## src/rtl/mbc_mem_pkg.sv

```systemverilog
// Shared definitions for the single-port memory and its bus-master front end.
// MEM_WRITE_VERIFY_EN adds the verify re-read state encoding.
package mbc_mem_pkg;

    localparam int MEM_ADDR_W = 12;
    localparam int MEM_DATA_W = 16;

    localparam logic [2:0] ST_IDLE      = 3'd0;
    localparam logic [2:0] ST_ISSUE     = 3'd1;
    localparam logic [2:0] ST_WAIT      = 3'd2;
    localparam logic [2:0] ST_RESP      = 3'd3;
`ifdef MEM_WRITE_VERIFY_EN
    localparam logic [2:0] ST_VFY_ISSUE = 3'd4;
`endif

endpackage

```

## src/rtl/memory_requester.sv

```systemverilog
// Valid/ready front end that issues one read or write at a time to the synchronous memory.
// Define MEM_WRITE_VERIFY_EN to re-read every write and flag a read-back mismatch.
module memory_requester
    import mbc_mem_pkg::*;
#(
    parameter int A = MEM_ADDR_W,
    parameter int D = MEM_DATA_W
) (
    input  logic         clock,
    input  logic         reset_n,
    input  logic         req_valid,
    output logic         req_ready,
    input  logic         req_write,
    input  logic [A-1:0] req_address,
    input  logic [D-1:0] req_data,
    output logic         resp_valid,
    input  logic         resp_ready,
    output logic [D-1:0] resp_data,
    output logic         resp_error,
    output logic [A-1:0] mem_address,
    output logic         mem_write_enable,
    output logic [D-1:0] mem_write_data,
    input  logic [D-1:0] mem_read_data
);

    logic [2:0]   state_q, state_d;
    logic [A-1:0] addr_q, addr_d;
    logic         we_q, we_d;
    logic [D-1:0] wdata_q, wdata_d;
    logic [D-1:0] rdata_q, rdata_d;
    logic         rvalid_q, rvalid_d;
`ifdef MEM_WRITE_VERIFY_EN
    logic         write_q, write_d;
    logic         error_q, error_d;
`endif

    // Memory pins come straight from flops so the write strobe is never decoded.
    always_comb begin
        state_d  = state_q;
        addr_d   = addr_q;
        we_d     = we_q;
        wdata_d  = wdata_q;
        rdata_d  = rdata_q;
        rvalid_d = rvalid_q;
`ifdef MEM_WRITE_VERIFY_EN
        write_d  = write_q;
        error_d  = error_q;
`endif
        case (state_q)
            ST_IDLE: begin
                if (req_valid) begin
                    addr_d  = req_address;
                    we_d    = req_write;
                    if (req_write) begin
                        wdata_d = req_data;
                    end
`ifdef MEM_WRITE_VERIFY_EN
                    write_d = req_write;
`endif
                    state_d = ST_ISSUE;
                end
            end
            ST_ISSUE: begin
                we_d = 1'b0;
`ifdef MEM_WRITE_VERIFY_EN
                state_d = write_q ? ST_VFY_ISSUE : ST_WAIT;
`else
                state_d = ST_WAIT;
`endif
            end
`ifdef MEM_WRITE_VERIFY_EN
            ST_VFY_ISSUE: begin
                state_d = ST_WAIT;
            end
`endif
            ST_WAIT: begin
                rdata_d  = mem_read_data;
                rvalid_d = 1'b1;
`ifdef MEM_WRITE_VERIFY_EN
                error_d  = write_q && (mem_read_data != wdata_q);
`endif
                state_d  = ST_RESP;
            end
            ST_RESP: begin
                if (resp_ready) begin
                    rvalid_d = 1'b0;
                    state_d  = ST_IDLE;
                end
            end
            default: begin
                state_d = ST_IDLE;
            end
        endcase
    end

    always_ff @(posedge clock or negedge reset_n) begin
        if (!reset_n) begin
            state_q  <= ST_IDLE;
            addr_q   <= '0;
            we_q     <= 1'b0;
            wdata_q  <= '0;
            rdata_q  <= '0;
            rvalid_q <= 1'b0;
`ifdef MEM_WRITE_VERIFY_EN
            write_q  <= 1'b0;
            error_q  <= 1'b0;
`endif
        end else begin
            state_q  <= state_d;
            addr_q   <= addr_d;
            we_q     <= we_d;
            wdata_q  <= wdata_d;
            rdata_q  <= rdata_d;
            rvalid_q <= rvalid_d;
`ifdef MEM_WRITE_VERIFY_EN
            write_q  <= write_d;
            error_q  <= error_d;
`endif
        end
    end

    assign req_ready        = (state_q == ST_IDLE);
    assign resp_valid       = rvalid_q;
    assign resp_data        = rdata_q;
    assign mem_address      = addr_q;
    assign mem_write_enable = we_q;
    assign mem_write_data   = wdata_q;
`ifdef MEM_WRITE_VERIFY_EN
    assign resp_error       = error_q;
`else
    assign resp_error       = 1'b0;
`endif

endmodule

```

## config.mk

```make
export PLATFORM = sky130hd
export DESIGN_NAME = memory_requester
export DESIGN_NICKNAME = d
export VERILOG_FILES = /design/src/rtl/mbc_mem_pkg.sv /design/src/rtl/memory_requester.sv
export SDC_FILE = /design/constraint.sdc
export NUM_CORES = 1
export LEC_CHECK = 0
export BUFFER_PORTS_ARGS = -buffer_cell sky130_fd_sc_hd__buf_4
export CORE_UTILIZATION = 23
export CTS_BUF_LIST = sky130_fd_sc_hd__clkbuf_4
export DETAILED_ROUTE_END_ITERATION = 12
export PLACE_DENSITY = 0.48
export SETUP_SLACK_MARGIN = 0.02
export SKIP_LAST_GASP = 1
export SLEW_MARGIN = 30
export SYNTH_ARGS = -nofsm -noshare
export SYNTH_HDL_FRONTEND = slang
export SYNTH_SLANG_ARGS = --single-unit
```

## constraint.sdc

```tcl
create_clock -name clock -period 2 [get_ports clock]
set_input_delay 0.1 -clock clock [delete_from_list [all_inputs] [get_ports clock]]
set_output_delay 0.1 -clock clock [all_outputs]
set_load 0.1 [all_outputs]
```

## After elaboration in Yosys (flattened, before gate mapping)

Cells that the tools add are included.
Widths: inputs -> output; s select.

- Output and inout port bits: 48
- Input port bits: 49
- Word-level logic and storage cells: 26
- Bits in registers: 49

- Equality and inequality tests: 5
- Reductions and logical operators: 8
- Multiplexer cells: 7

Operators with widths:

| kind | number |
|---|---|
| $pmux 3 s4 | 1 |
| $reduce_and 2->1 | 4 |
| $eq 3x2->1 const B | 2 |
| $mux 3 | 2 |
| $ne 2x2->1 const B | 2 |
| $pmux 1 s2 | 2 |
| $reduce_bool 2->1 | 2 |
| $eq 3x1->1 const B | 1 |
| $logic_not 3->1 | 1 |
| $reduce_and 3->1 | 1 |
| $mux 1 | 2 |

## Longest topological paths before layout

- Word-level depth: 3
- Mapped depth: 6
- Gate-level depth less buffers: 5

## Least setup slack after synthesis

No wires, ideal clock.

- Kind: reg-to-reg
- From: register state_q[0]
- To: register state_q[1]
- Cell stages (with the launch flop): 5
- Clock period less this slack: 1980 ps
- Data arrival time: 1855 ps
- Setup slack: 20 ps
- Path buffers: 0
- Cell sequence: dfrtp_1 -> inv_1 -> ha_1 -> a21oi_1 -> mux2_2

- Longest elaborated chain between the ends: 3
- Elaborated cells between the ends (all ways): 8
- Those cells by class: eq/ne: 5; mux: 1; reduce/logical: 2

RTL lines:

| item | line | RTL |
|---|---|---|
| start, declared | memory_requester.sv:26 | `logic [2:0] state_q, state_d;` |
| start signal, assigned | memory_requester.sv:109 | `state_q <= state_d;` |
| $logic_not 3->1 * | - |  |
| net req_ready | memory_requester.sv:12 | `output logic req_ready,` |
| $ne 2x2->1 (no source line) | - |  |
| $reduce_and 2->1 (no source line) | - |  |

Mark *: on every way through the listed nets, which the timed path passes. The rest lies on a longest branch.
A chain may end at the register's enable or synchronous reset.

## Final worst setup path

- From: register state_q[0]
- To: output port req_ready

- Longest elaborated chain between the ends: 1

RTL lines:

| item | line | RTL |
|---|---|---|
| $logic_not 3->1 | memory_requester.sv:122 | `assign req_ready = (state_q == ST_IDLE);` |
| end, declared | memory_requester.sv:12 |  |

Every way passes these cells.

==> run summary <==
Die Footprint -> 8840 um2
Worst-Skew Late Latency -> 360 ps
Tightest Pin Transition -> 628 ps
CP bufs+invs -> 2
largest net degree at the start of global routing -> 49
outcome -> complete, no violations
number of port buffers -> 95
DRT Wirelength -> 4.82 mm
Resized Gates After CTS -> 0
hold crit path type -> in -> reg
NumNets Final -> 318
CP Cell Sequence -> inv_1, ha_1, buf_4
cell taking the most area after synthesis -> dfrtp_1
largest family of logic cells by synthesized area -> multiplexers
vias in the first global route -> 1540
Pre-Repair DR Iteration Count -> 4
gr usage total -> 0.113
setup TNS -> 0 ps
most frequent cell after synthesis -> dfrtp_1
drt drc -> 0
Worst path slowest cell -> dfrtp_1
Hold WS -> 31.0 ps
reg2reg setup slack -> 460 ps
FF+latch count, synth -> 48
core area -> 8220 um2
post-synth top area share -> 0.617
Avg WL per Cell -> 13.0 um
average size of a mapped cell -> 16.4 um2
Hold Fails Final Rpt -> 0
TritonCTS clock tree -> built
H-tree Lvls -> 2
num ports -> 97
Mapped Cells -> 119
clock root cell -> clkbuf_4
critical path class -> reg -> out
FF-to-FF path depth -> 4
Main synth FF type -> dfrtp_1
Slew headroom -> 0.581
post-layout min period -> 1630 ps
Worst path top cell family by delay -> buffers and inverters
Post-synth top cells -> dfrtp_1 (48), mux2_2 (35), mux2_4 (10)
critical path required time -> 1900 ps
Crit path arrival time -> 1530 ps
mapped cell area -> 1950 um2
initial antenna violation count -> 0
mux cell area share after synthesis -> 0.279
kind of end point of the critical path -> output port
Reg area -> 1200 um2
clock transition at the registers of the reported paths -> 150 ps
Area Growth Syn to Fin -> 70.1%
# hold bufs at CTS -> 47
Netlist cell types -> 20
Die Wd -> 94.0 um
fillers -> 800
final HPWL from detailed placement -> 3.32 mm
skew final -> 8.77 ps
Multi-input gate area -> 692 um2
Tcrit/Tclk final -> 0.817
area fraction in compound gates after synthesis -> 0.0141
RD Place Congestion -> 0.660
Seq/Total Area, Yosys -> 0.617
RSZ-0062 raised after global routing -> false
layout cell share with drive strength beyond 1 -> 0.570
Antenna Cells -> 0
vias per cell -> 3.97
synth top area cells -> dfrtp_1 (62%), mux2_2 (20%), mux2_4 (7.7%)
antenna-violating nets left -> 0
Mapped Nets -> 173
Synth Area in Simple Gates -> 0.0276
Worst path depth -> 3
vias -> 1470
XOR/XNOR share of the synthesized area -> 0
crit start category -> flip-flop
CTS Buf Count -> 5
DR iter-0 viols -> 12
Max FO, Critical Path -> 6
die height -> 94.0 um
Overflow after GRT -> 0
max_cap viols -> 0
dpl cells -> 315
Adder-Cell Fraction of Synth Area -> 0.0321
Post-synth EDFFs -> 0
final setup fails -> 0
Post-CTS Setup Inserts -> 0
CTS Buffer Depth -> 2
clk sink count -> 48
Initial Utilization -> 0.237
Max stage delay on crit path -> 440 ps
worst hold path depth -> 3
Post-synth ARST share -> 1.00
num rows -> 33
Fmax -> 612 MHz
Ys Warns -> 0
final slew viol count -> 0
final cell count without fillers -> 370
first-pass GRT wire length -> 7.59 mm
[layout make-up]
class | count | share of cell area
clock inverters | 3 | 0.0140
repair buffers | 143 | 0.359
flip-flops and latches | 48 | 0.362
clock buffers | 5 | 0.0113
multi-input cells | 62 | 0.209
well taps | 105 | 0.0396
inverters | 4 | 0.00453
[registers in the layout, indices dropped and copies added (netlist names)]
name	cells
state_q	2
resp_valid	1
mem_address	12
mem_write_enable	1
mem_write_data	16
resp_data	16
[layer usage]
metal  up-vias  GRT usage  part of all wire  wire length, um
met5         -          0                 0                0
met2        34      0.203              0.56             2690
met3        10     0.0227             0.027              132
li1        702          -                 -                -
met1       724      0.130              0.39             1880
met4         0     0.0487             0.024              115
[metrics by stage]
step | utilization | instance area, um2 | worst slack, ps
final | 0.403 | 3310 | 365
after floorplan | - | 1950 | 20.1
after CTS | 0.403 | 3310 | 331
after detailed placement | 0.336 | 2760 | 471
after global placement | 0.336 | 2760 | 484
after global routing | 0.403 | 3310 | 255
[layout by cell type, fill, tap and decap left out, types with 4 or more instances in the layout]
master | synthesis | final
buf_4 | 1 | 96
clkbuf_4 | 0 | 5
dfrtp_1 | 48 | 48
dlygate4sd3_1 | 0 | 47
ha_1 | 5 | 5
inv_1 | 4 | 4
mux2_2 | 35 | 35
mux2_4 | 10 | 10
[path summary, 6_finish.rpt]
path                               from                  to
max                          state_q[0]           req_ready
max reg2reg                  state_q[0]  mem_write_data[15]
min reg2reg                resp_data[3]        resp_data[3]
max in group asynchronous       reset_n      mem_address[9]
min                           req_valid    mem_write_enable
min in group asynchronous       reset_n  mem_write_data[13]
[cells by family (layout without fill, tap and decap cells)]
group | count (synthesis) | after routing
other | 1 | 1
DFF | 48 | 48
buffers and inverters | 9 | 155
AOI/OAI and AO/OA | 4 | 4
and+or+nand+nor | 7 | 7
adders and majority gates | 5 | 5
muxes | 45 | 45
[worst register-to-register path: stages, from the launching register on]
cell and delay (ps):
dfrtp_1 440, inv_1 110, ha_1 240, nand3_4 270, mux2_4 380
Power is not shown: default switching activity piles up to over one toggle a cycle in this logic, so the estimate is an artifact.
